## src/rtl/riscv_32f_issue_ctrl.sv

```systemverilog
// Issue sequencer for the pipelined RV32F ALU: stalls the integer pipe for the
// decoded fixed latency of each FP op, captures the result and strobes it to writeback.
module riscv_32f_issue_ctrl #(
    parameter int unsigned LAT_ADD     = 7,
    parameter int unsigned LAT_MUL     = 5,
    parameter int unsigned LAT_FMA     = 12,
    parameter int unsigned LAT_DIV     = 16,
    parameter int unsigned LAT_SQRT    = 16,
    parameter int unsigned LAT_CMP     = 3,
    parameter int unsigned LAT_CVT     = 6,
    parameter int unsigned LAT_DEFAULT = 16,
    parameter int unsigned CW          = 6,
    parameter logic [15:0] ENCODING_FARITH = 16'h0001,
    parameter logic [15:0] ENCODING_FMADD  = 16'h0002,
    parameter logic [15:0] ENCODING_FMSUB  = 16'h0004,
    parameter logic [15:0] ENCODING_FNMSUB = 16'h0008,
    parameter logic [15:0] ENCODING_FNMADD = 16'h0010
) (
    input  logic        clock_i,
    input  logic        reset_i,
    input  logic        issue_i,
    input  logic        flush_i,
    input  logic [15:0] encoding_i,
    input  logic [4:0]  func5_i,
    input  logic        stall_req_i,
    input  logic [31:0] alu_result_i,
    output logic        stall_o,
    output logic [31:0] result_o,
    output logic        result_valid_o,
    output logic        busy_o,
    output logic [31:0] stall_cycles_o
);

    localparam logic [4:0] F5_ADD      = 5'b00000;
    localparam logic [4:0] F5_SUB      = 5'b00001;
    localparam logic [4:0] F5_MUL      = 5'b00010;
    localparam logic [4:0] F5_DIV      = 5'b00011;
    localparam logic [4:0] F5_SQRT     = 5'b01011;
    localparam logic [4:0] F5_MIN_MAX  = 5'b00101;
    localparam logic [4:0] F5_CMP      = 5'b10100;
    localparam logic [4:0] F5_FCVT_FTI = 5'b11000;
    localparam logic [4:0] F5_FCVT_ITF = 5'b11010;

    typedef enum logic [1:0] {
        IDLE  = 2'd0,
        COUNT = 2'd1,
        DONE  = 2'd2
    } state_t;

    state_t          state;
    logic [CW-1:0]   counter;
    logic [31:0]     captured;
    logic [CW-1:0]   lat_sel;
    logic            start_c;
    logic            bypass_c;

    // Latency decode of the op currently presented to the ALU
    always_comb begin
        lat_sel = CW'(LAT_DEFAULT);
        if (encoding_i == ENCODING_FMADD || encoding_i == ENCODING_FMSUB ||
            encoding_i == ENCODING_FNMADD || encoding_i == ENCODING_FNMSUB) begin
            lat_sel = CW'(LAT_FMA);
        end else if (encoding_i == ENCODING_FARITH) begin
            case (func5_i)
                F5_ADD, F5_SUB:           lat_sel = CW'(LAT_ADD);
                F5_MUL:                   lat_sel = CW'(LAT_MUL);
                F5_DIV:                   lat_sel = CW'(LAT_DIV);
                F5_SQRT:                  lat_sel = CW'(LAT_SQRT);
                F5_CMP, F5_MIN_MAX:       lat_sel = CW'(LAT_CMP);
                F5_FCVT_FTI, F5_FCVT_ITF: lat_sel = CW'(LAT_CVT);
                default:                  lat_sel = CW'(LAT_DEFAULT);
            endcase
        end
    end

    // Issue-cycle decisions; flush suppresses both the start and the bypass
    assign start_c  = (state == IDLE) && issue_i && stall_req_i && !flush_i;
    assign bypass_c = (state == IDLE) && issue_i && !stall_req_i && !flush_i;

    assign stall_o        = start_c || (state == COUNT);
    assign result_valid_o = bypass_c || ((state == DONE) && !flush_i);
    assign result_o       = (state == DONE) ? captured : alu_result_i;
    assign busy_o         = (state != IDLE);

    always_ff @(posedge clock_i) begin
        if (reset_i) begin
            state          <= IDLE;
            counter        <= '0;
            captured       <= '0;
            stall_cycles_o <= '0;
        end else begin
            if (stall_o && (stall_cycles_o != 32'hFFFF_FFFF)) begin
                stall_cycles_o <= stall_cycles_o + 32'd1;
            end
            case (state)
                IDLE: begin
                    if (flush_i) begin
                        counter <= '0;
                    end else if (start_c) begin
                        counter <= lat_sel - CW'(1);
                        state   <= COUNT;
                    end
                end
                COUNT: begin
                    if (flush_i) begin
                        counter <= '0;
                        state   <= IDLE;
                    end else if (counter != '0) begin
                        counter <= counter - CW'(1);
                    end else begin
                        captured <= alu_result_i;
                        state    <= DONE;
                    end
                end
                DONE: begin
                    state <= IDLE;
                end
                default: begin
                    counter <= '0;
                    state   <= IDLE;
                end
            endcase
        end
    end

endmodule

```

## config.mk

```make
export PLATFORM = sky130hd
export DESIGN_NAME = riscv_32f_issue_ctrl
export DESIGN_NICKNAME = d
export VERILOG_FILES = /design/src/rtl/riscv_32f_issue_ctrl.sv
export SDC_FILE = /design/constraint.sdc
export NUM_CORES = 1
export LEC_CHECK = 0
export CAP_MARGIN = 10
export CORE_ASPECT_RATIO = 0.7
export CORE_UTILIZATION = 48
export CTS_BUF_LIST = sky130_fd_sc_hd__clkbuf_8
export DETAILED_ROUTE_END_ITERATION = 10
export GPL_TIMING_DRIVEN = 0
export PLACE_DENSITY = 0.85
export SYNTH_ARGS = -nofsm -noshare
export SYNTH_HDL_FRONTEND = slang
export SYNTH_SLANG_ARGS = --single-unit
export TNS_END_PERCENT = 50
```

## constraint.sdc

```tcl
create_clock -name clock_i -period 3 [get_ports clock_i]
set_clock_uncertainty 0.05 [all_clocks]
set_input_delay 0.6 -clock clock_i [delete_from_list [all_inputs] [get_ports clock_i]]
set_output_delay 0.6 -clock clock_i [all_outputs]
set_load 0.1 [all_outputs]
```

==> key figures <==
Outcome
  – Status: completed

Clock tree
  – Clock insertion delay at the later pin of the skew report: 0.35 ns
  – Clock Tree Buf Depth: 2
  – CTS tree: built
  – Hold Buf Count CTS: 0
  – CTS Root Cell: clkbuf_8
  – Clk slew on worst S/H paths: 0.08 ns
  – Post-CTS sizing: 100
  – Clock sink count: between 70 and 80
  – H-tree levels: 3
  – Total clock buffers created by CTS: 9
  – Post-CTS setup buffer count: 0

Min path
  – WHS Path Cells: 2
  – Hold_sp: captured[5]
  – Hold/Removal Path Class: reg2reg

Power and ir drop
  – PD cells: around 420 nW/um2
  – Total power: 2.31 mW
  – Leak: approximately 1.8 nW
  – Logic pwr share: 20.9%
  – Switch Pwr: 0.711 mW
  – Switch share: between 30 and 40%
  – Worst vdd ir: between 0.3 and 0.4 mV
  – Clock power share: 36.9%
  – Register share of total power: 42.2%
  – P_int: ~1.6 mW

Timing
  – RSZ-0062 raised after global routing: true
  – Setup violations, final: 0
  – Worst relative slew slack: between 30% and 40%
  – Final-report max-slew violation count: 0
  – Worst Setup Slack, final: ~0.08 ns
  – Setup TNS: 0 ns
  – Final Hold Viols: 0
  – Final period utilization: 97.4%
  – Worst-Margin Slew: about 0.99 ns
  – Fmax: between 0.3 and 0.4 GHz
  – Tmin final: between 2 and 3 ns

Synthesis
  – Top cells by area, synth: dfxtp_1 (37%), mux2_2 (9.5%), a21oi_1 (9.1%)
  – Total number of yosys warnings: 0
  – Net count after synthesis: 550
  – Synth Flop Type: dfxtp_1
  – Synth top area share: about 37%
  – Asr flop ratio synth: 0%
  – Cell count after synthesis: 486
  – Post-synth cell types: 55
  – Post-Syn Area per Cell: 8.05 um2
  – Post-synth EDFFs: 0
  – Post-synth top area cell: dfxtp_1
  – Synthesized area: 3910 um2
  – Sequential area share after synthesis: 36.9%
  – Synth Register Bits: 72

Setup path
  – Worst reg2reg path depth: 5
  – CP startpoint: state[0]
  – CP max FO: 10
  – Worst Path Required: ~2.4 ns
  – R2r startpoint: stall_cycles_o[20]
  – Critical Path AT: 2.27 ns
  – Critical path endpoint category: output pin
  – Critical Path Source Type: flop
  – WS Path Type: reg2out

Floorplanning
  – Die area: 8520 um2
  – Die Height: 77.5 um
  – Die W: 110 um
  – CORE AREA: around 7900 um2
  – Io pins: 125
  – Initial Util: 49.7%
  – Rows: 27

Drt
  – Post-DRT Antenna Nets: 0
  – Routed WL per cell: about 16 um
  – Residual DRC: 0
  – Initial DRC Count: 442
  – Final wirelength: 11.8 mm
  – Drt via density: just under 6
  – DR vias: 4222
  – Number of detailed-route iterations in the first pass: 5

GRT
  – Largest net degree at the start of global routing: 13
  – Tot GR Track Use: 27.5%
  – Met2 usage: between 40% and 50%
  – Congestion Overflow GR: 0
  – M1 GR Usage: 35.7%
  – Grt peak-use layer: met2
  – Initial antenna violation count: 0
  – First-pass GRT wire length: 18.6 mm
  – Met3 Usage GRT: 7.06%
  – Vias in the first global route: 4000

Placed design
  – Place WS: -0.580 ns
  – GPL Wtd Cong: 0.901
  – I/O Buffers: about 120
  – Hpwl dp: 8.72 mm
  – Dpl cell area: about 5300 um2
  – Post-placement cell count: ~710

Layout
  – Ant. Diodes: 0
  – Most frequent cells in the layout: nand2_1 (88), clkdlybuf4s50_1 (88), dfxtp_1 (72)
  – Synthesis-to-layout area growth: 39.9%
  – Fillers: 634
  – Fin cells: 725
  – Fin area: 5470 um2
  – Layout cell share with drive strength beyond 1: 16.3%
  – Final nets: 683

Run
  – MaxCap Viol Count: 0
power groups by stage:
stage | Clock, mW | Combinational, mW | Sequential, mW
3_5_place_dp | 0 | 0.491 | 0.999
6_report | 0.855 | 0.483 | 0.977
2_1_floorplan | 0 | 0.311 | 1.01
4_1_cts | 0.860 | 0.485 | 0.977
3_3_place_gp | 0 | 0.484 | 0.998
5_1_grt | 0.897 | 0.503 | 0.978
state kept, by name, summed over array words and instances (netlist names):
signal,cells
captured,32
stall_cycles_o,32
counter,6
state,2
per-stage QoR:
| stage | utilization (%) | hold slack (ns) |
|---|---|---|
| after global placement | 66.9 | 0.390 |
| after floorplan | - | 0.384 |
| after detailed placement | 66.9 | 0.397 |
| final | 69.5 | 0.408 |
| after CTS | 70.1 | 0.408 |
| after global routing | 69.5 | 0.429 |
critical path: stages, from the launching register on:
cell and delay [ns]:
dfxtp_1 0.47, inv_2 0.13, nand2_1 0.19, buf_2 0.29
mux2_2 0.37, clkdlybuf4s15_2 0.46
layout make-up:
| cell class | instances | area, um2 | area share [%] |
|---|---|---|---|
| multi-input combinational | 378 | 2340 | 42.8 |
| sequential | 72 | 1440 | 26.3 |
| timing repair buffer | 122 | 1190 | 21.7 |
| clock buffer | 10 | 138 | 2.52 |
| tap | 101 | 126 | 2.31 |
| buffer | 24 | 106 | 1.94 |
| clock inverter | 6 | 83.8 | 1.53 |
| inverter | 12 | 45.0 | 0.823 |
cells in the mapped netlist, drive strengths merged (3+ instances only):
library cell / number
and2: 3
nand4: 12
o22ai: 3
dfxtp: 72
or3: 20
nand3: 9
and3: 5
xor2: 3
nand2: 88
and4: 6
a21oi: 71
nand4b: 5
ha: 6
or4: 8
mux2: 33
nand3b: 4
xnor2: 5
or2: 3
o31ai: 6
nor4b: 3
clkbuf: 16
buf: 8
nor4: 3
o21ai: 28
a2111oi: 3
inv: 12
nor3: 11
nor2: 18
metal layers:
layer	vias to the layer above	wire (um)
met4	0	133
met2	145	5590
li1	2048	-
met1	2014	5310
met3	15	724
met5	-	0
final timing paths:
kind	to	slack (ns)
setup / recovery	result_o[23]	0.08
hold / removal	captured[5]	0.41
setup reg to reg	stall_cycles_o[25]	0.54
hold reg to reg	captured[5]	0.41
cell families after synthesis:
logic type / count (synthesis) / synth area share, %
XOR/XNOR: 8 / 1.79
AND/OR/NAND/NOR: 205 / 27.4
adder cells (fa/ha/maj): 6 / 1.92
multiplexers: 33 / 9.50
AO/OA/AOI/OAI: 126 / 18.7
flip-flops: 72 / 36.9
buffers and inverters: 36 / 3.78
(Power assumes the default switching activity.)
